[src/rtl/bitplane_serial_link.sv]
`default_nettype none
// +----------------------------------------------------------------------------+
// | bitplane_serial_link: N-word memory block <-> W serial bit-plane packets.  |
// | Revision: 1.0                                                              |
// +----------------------------------------------------------------------------+
module bitplane_serial_link #(
  parameter  int W   = 8,
  parameter  int N   = 18,
  localparam int AW  = $clog2(W),
  localparam int MAW = $clog2(N)
) (
  input  logic           clk,
  input  logic           rst,
  input  logic           start,
  input  logic           updown,
  output logic [MAW-1:0] RB_A,
  output logic           RB_RW,
  output logic [W-1:0]   RB_D,
  input  logic [W-1:0]   RB_Q,
  output logic           sen_o,
  output logic           sen_oe,
  input  logic           sen_i,
  output logic           sd_o,
  output logic           sd_oe,
  input  logic           sd_i,
  output logic           busy,
  output logic           done,
  output logic           err
);

  typedef enum logic [2:0] {
    S_IDLE, S_READ, S_TX, S_TX_GAP, S_RX, S_WRITE, S_DONE
  } state_t;

  localparam int              FL      = AW + N;
  localparam int              JW      = $clog2(FL + 2);
  localparam logic [JW-1:0]   J_LAST  = JW'(FL - 1);
  localparam logic [JW-1:0]   BC_FULL = JW'(FL);
  localparam logic [JW-1:0]   BC_SAT  = JW'(FL + 1);
  localparam logic [JW-1:0]   J_HDR   = JW'(AW);
  localparam logic [MAW-1:0]  A_LAST  = MAW'(N - 1);
  localparam logic [AW-1:0]   K_LAST  = AW'(W - 1);
  localparam logic [AW:0]     W_LIM   = (AW + 1)'(W);

  state_t                  state_q, state_d;
  logic [MAW-1:0]          addr_q, addr_d;
  logic [AW-1:0]           k_q, k_d;
  logic [JW-1:0]           j_q, j_d;
  logic [JW-1:0]           bc_q, bc_d;
  logic [FL-1:0]           sr_q, sr_d;
  logic [N-1:0][W-1:0]     buf_q, buf_d;
  logic [N-1:0][W-1:0]     rbuf_q, rbuf_d;
  logic [W-1:0]            mask_q, mask_d;
  logic                    err_q, err_d;

  logic [AW-1:0]           hidx;
  logic [MAW-1:0]          widx;
  logic [AW-1:0]           plane_tx;
  logic [AW-1:0]           hdr;
  logic [AW-1:0]           plane_rx;

  always_ff @(posedge clk) begin
    if (!rst) begin
      state_q <= S_IDLE;
      addr_q  <= '0;
      k_q     <= '0;
      j_q     <= '0;
      bc_q    <= '0;
      sr_q    <= '0;
      buf_q   <= '0;
      rbuf_q  <= '0;
      mask_q  <= '0;
      err_q   <= 1'b0;
    end else begin
      state_q <= state_d;
      addr_q  <= addr_d;
      k_q     <= k_d;
      j_q     <= j_d;
      bc_q    <= bc_d;
      sr_q    <= sr_d;
      buf_q   <= buf_d;
      rbuf_q  <= rbuf_d;
      mask_q  <= mask_d;
      err_q   <= err_d;
    end
  end

  always_comb begin
    state_d  = state_q;
    addr_d   = addr_q;
    k_d      = k_q;
    j_d      = j_q;
    bc_d     = bc_q;
    sr_d     = sr_q;
    buf_d    = buf_q;
    rbuf_d   = rbuf_q;
    mask_d   = mask_q;
    err_d    = err_q;
    // Header is sent MSB first; payload walks words from N-1 down to 0.
    hidx     = AW'(AW - 1) - AW'(j_q);
    widx     = MAW'(FL - 1) - MAW'(j_q);
    plane_tx = K_LAST - k_q;
    hdr      = sr_q[FL-1 -: AW];
    plane_rx = K_LAST - hdr;

    case (state_q)
      S_IDLE: begin
        if (start) begin
          err_d = 1'b0;
          bc_d  = '0;
          if (updown) begin
            state_d = S_RX;
          end else begin
            state_d = S_READ;
            addr_d  = '0;
          end
        end
      end
      S_READ: begin
        buf_d[addr_q] = RB_Q;
        if (addr_q == A_LAST) begin
          state_d = S_TX;
          k_d     = '0;
          j_d     = '0;
        end else begin
          addr_d = addr_q + 1'b1;
        end
      end
      S_TX: begin
        if (j_q == J_LAST) begin
          state_d = S_TX_GAP;
          j_d     = '0;
        end else begin
          j_d = j_q + 1'b1;
        end
      end
      S_TX_GAP: begin
        if (k_q == K_LAST) begin
          state_d = S_DONE;
          k_d     = '0;
        end else begin
          state_d = S_TX;
          k_d     = k_q + 1'b1;
        end
      end
      S_RX: begin
        if (&mask_q) begin
          state_d = S_WRITE;
          addr_d  = '0;
        end
        if (!sen_i) begin
          sr_d = {sr_q[FL-2:0], sd_i};
          if (bc_q != BC_SAT) begin
            bc_d = bc_q + 1'b1;
          end
        end else if (bc_q != '0) begin
          bc_d = '0;
          // Data bits sit in sr_q[N-1:0] with the first-arrived bit at N-1,
          // which is exactly the word index it belongs to.
          if (bc_q == BC_FULL && {1'b0, hdr} < W_LIM) begin
            for (int m = 0; m < N; m++) begin
              rbuf_d[m][plane_rx] = sr_q[m];
            end
            mask_d[hdr] = 1'b1;
          end else begin
            err_d = 1'b1;
          end
        end
      end
      S_WRITE: begin
        if (addr_q == A_LAST) begin
          state_d = S_DONE;
        end else begin
          addr_d = addr_q + 1'b1;
        end
      end
      S_DONE: begin
        mask_d  = '0;
        state_d = S_IDLE;
      end
      default: state_d = S_IDLE;
    endcase
  end

  // A reset edge that lands during WRITE must not commit one more word.
  assign RB_RW  = !((state_q == S_WRITE) && rst);
  assign RB_A   = addr_q;
  assign RB_D   = (state_q == S_WRITE) ? rbuf_q[addr_q] : '0;
  assign busy   = (state_q != S_IDLE);
  assign done   = (state_q == S_DONE);
  assign err    = err_q;
  assign sen_oe = (state_q == S_READ) || (state_q == S_TX) || (state_q == S_TX_GAP);
  assign sen_o  = (state_q != S_TX);
  assign sd_oe  = (state_q == S_TX);
  assign sd_o   = (state_q != S_TX) ? 1'b0 :
                  (j_q < J_HDR)     ? k_q[hidx] : buf_q[widx][plane_tx];

endmodule
`default_nettype wire
[config.mk]
export PLATFORM = sky130hd
export DESIGN_NAME = bitplane_serial_link
export DESIGN_NICKNAME = d
export VERILOG_FILES = /design/src/rtl/bitplane_serial_link.sv
export SDC_FILE = /design/constraint.sdc
export NUM_CORES = 1
export LEC_CHECK = 0
export CAP_MARGIN = 25
export CORE_MARGIN = 2
export CORE_UTILIZATION = 62
export CTS_CLUSTER_DIAMETER = 60
export DETAILED_ROUTE_END_ITERATION = 10
export PLACE_DENSITY = 0.81
export SLEW_MARGIN = 20
export SYNTH_ARGS = -nofsm -noshare
export SYNTH_HDL_FRONTEND = slang
export SYNTH_SLANG_ARGS = --single-unit
[constraint.sdc]
create_clock -name clk -period 4.23 [get_ports clk]
set_clock_uncertainty 0.15 [all_clocks]
set_input_delay 0.846 -clock clk [delete_from_list [all_inputs] [get_ports clk]]
set_output_delay 0.846 -clock clk [all_outputs]
set_load 0.05 [all_outputs]
==> results.toml <==
[global_route]
grt_max_degree = 331
grt_pass1_vias = 12700
grt_pass1_wl_um = 67200
antenna_found_initial = 0
grt_usage_pct = 31.5
overflow = 0

[routing]
postRouteAntennaNets = 0
wl_per_cell_um = 19.5
routed_wl_um = 41900
drc_errors = 0
vias = 13000
via_per_inst = 6.04
dr.pass1.iters = 5
first_iter_violations = 1300

[finish]
finalNetCount = 1817
area_growth_syn_to_layout_pct = 12.5
diodes = 0
final_layout_size_suffix_gt1_share_pct = 11.0
nFillCells = 1857
postLayoutCellArea_sq_mm = 0.0179
finalNonFillerCells = 2148

[flow_run]
cap_violations = 0

[critical_path]
worstSetupPathType = "flop to output port"
critical_path_cell_count = 10
r2r_slack_ns = 1.14
crit_start = "j_q[0]"
reg2regPathDepth = 6
crit_family = "compound AO/OA/AOI/OAI gates"
cp_slowest_cell = "or4_4"
cp-end-kind = "output port"
cp.arrival_ns = 3.18
path_buf_inv = 2
slowest_delay_ns = 0.48
startpoint_type = "flop"
worstSetupEndpoint = "sd_o"
worstPathMaxFanout = 4
r2r-end = "buf_q[117]"
crit_chain = "inv_4 -> ha_4 -> xnor2_4 -> mux2i_1 -> a311o_1 -> or4_4 -> a211oi_2 -> o211ai_1 -> a221oi_4 -> buf_12"
required_ns = 3.23
r2r-start = "state_q[0]"

[cts]
h-tree-depth = 2
cts_hold_buf = 0
path_clk_slew_ns = 0.06
clk_latency_ns = 0.52
numCtsBuffers = 38
ctsRootBufferMaster = "clkbuf_16"
clock_path_buffers = 3
clock_sinks = 339
cts_tree = "built"

[synth]
synthesis.area_sq_mm = 0.0159
synth_cell_types = 51
synthMuxAreaShare_pct = 14.1
syn_inst = 1831
synth_edf_count = 0
ys.flop_type = "dfxtp_1"
synth_compound_area_share_pct = 14.9
ys_seq_area_share_pct = 42.7
synthXorXnorAreaFrac_pct = 0.504
ys_ff_latch = 339
synth-async-reset-ratio_pct = 0
synth_top_family_by_area = "simple AND/OR/NAND/NOR gates"
synth-adder-area-share_pct = 0.945
synth-simple-area-share_pct = 22.7
syn_area_per_cell_sq_um = 8.68
synth_warnings = 0
synth_nets = 1857

[floorplanning]
dieArea_sq_mm = 0.0269
die_width_um = 164
start_util_pct = 63.1
coreArea_sq_mm = 0.0252
rows = 58
die_h_um = 164
pin_count = 35

[timing]
finalHoldViolCount = 0
max_freq_mhz = 240
setup_tns_ns = 0
post-route-period-util_pct = 98.6
slew_viol_final = 0
worstMarginPinSlew_ns = 1.13
period_minus_slack_ns = 4.17
worst_slack_ns = 0.0586
setup_viol = 0
hold_ws_ns = 0.302
slew_headroom_pct = 24.7

[place]
dp_hpwl_um = 26400
gp_congestion = 0.904
place_inst = 2074
placedInstanceArea_sq_mm = 0.0165
port_buffers = 34
dp_slack_ns = 0.224

[run_status]
outcome = "completed"

[pwr]
leakagePower_uw = 0.00614
powerDensity_mw_per_mm2 = 419
peakVddDrop_uv = 329

[min_path]
hold_path_class = "flop to flop"
tightest hold or removal path: cells and delay by family, from the launching register on:
family	cells	cell delay, ns
compound gates	1	0.05
flops	1	0.31
simple gates	1	0.05
cells by family (layout without fill, tap and decap cells):
kind of cell	after synthesis	count (layout)
xor+xnor	7	7
mux	160	160
compound gates	323	323
buf+inv	169	156
flops	339	339
fa+ha+maj	12	12
simple gates	821	821
flip-flops by register name, indices dropped and copies added (netlist names):
name	flops
bc_q	5
rbuf_q	144
k_q	3
state_q	3
buf_q	144
err	1
j_q	5
mask_q	8
RB_A	5
sr_q	21
report_power, final:
group	switching, uW	internal, uW
combinational	552	341
clock	1340	1980
sequential	52.4	3220
total	1950	5540
repair_timing:
item                       in CTS  in global routing
setup endpoints to repair       1                  1
resized for setup              14                 12
buffers inserted                3                  4
pin swaps                       4                  6
per-stage QoR:
step           total power [uW]  utilization [%]
2_1_floorplan              3940                -
3_3_place_gp               4170             65.4
3_5_place_dp               4180             65.4
4_1_cts                    7480             70.7
5_1_grt                    7700             71.0
6_report                   7490             71.0
layer usage:
layer  share of wire (%)  vias up  track usage [%]
li1                    -     6124                -
met1                  41     6289             40.4
met2                  49      462             53.8
met3                 6.7      103             4.55
met4                 3.4        0             12.0
met5                   0        -                0
worst min path at each step:
stage            endpoint  cells past startpoint  slack, ns  startpoint
4_1_cts        rbuf_q[47]                      2       0.30  rbuf_q[47]
2_1_floorplan  rbuf_q[11]                      2       0.28  rbuf_q[11]
3_3_place_gp   rbuf_q[19]                      2       0.28  rbuf_q[19]
5_1_grt        rbuf_q[47]                      2       0.32  rbuf_q[47]
6_report       rbuf_q[47]                      2       0.30  rbuf_q[47]
3_5_place_dp   rbuf_q[47]                      2       0.29  rbuf_q[47]
cell type report:
class                      count  area [sq um]  share of cell area (%)
multi-input combinational   1323          8520                    47.7
sequential                   339          6800                    38.0
clock buffer                  52          1120                    6.25
timing repair buffer          79           838                    4.69
tap                          330           413                    2.31
clock inverter                15           145                   0.812
inverter                      10          40.0                   0.224
synthesized netlist by cell type (10+ instances only):
cell / n / area, sq um
nand2_1: 512 / 1920
dfxtp_1: 339 / 6790
a21boi_0: 228 / 1710
clkbuf_1: 131 / 492
mux2i_1: 108 / 1080
nand3_1: 98 / 490
nor2b_1: 95 / 594
nor2_1: 58 / 218
mux4_2: 51 / 1150
a31oi_1: 25 / 156
a21oi_1: 21 / 105
buf_2: 17 / 85.1
o21ai_0: 13 / 65.1
ha_1: 12 / 150
and2_1: 11 / 68.8
buf_1: 11 / 41.3
nand4_1: 11 / 68.8
inv_1: 10 / 37.5
layout by cell type, fill, tap and decap left out, types with 25 or more instances in the layout:
master	instances
nand2_1	512
dfxtp_1	335
a21boi_0	228
mux2i_1	108
nand3_1	98
nor2b_1	94
nor2_1	58
mux4_2	51
clkbuf_16	41
buf_4	36
a31oi_1	25
Power figures use the tool's default switching activity.
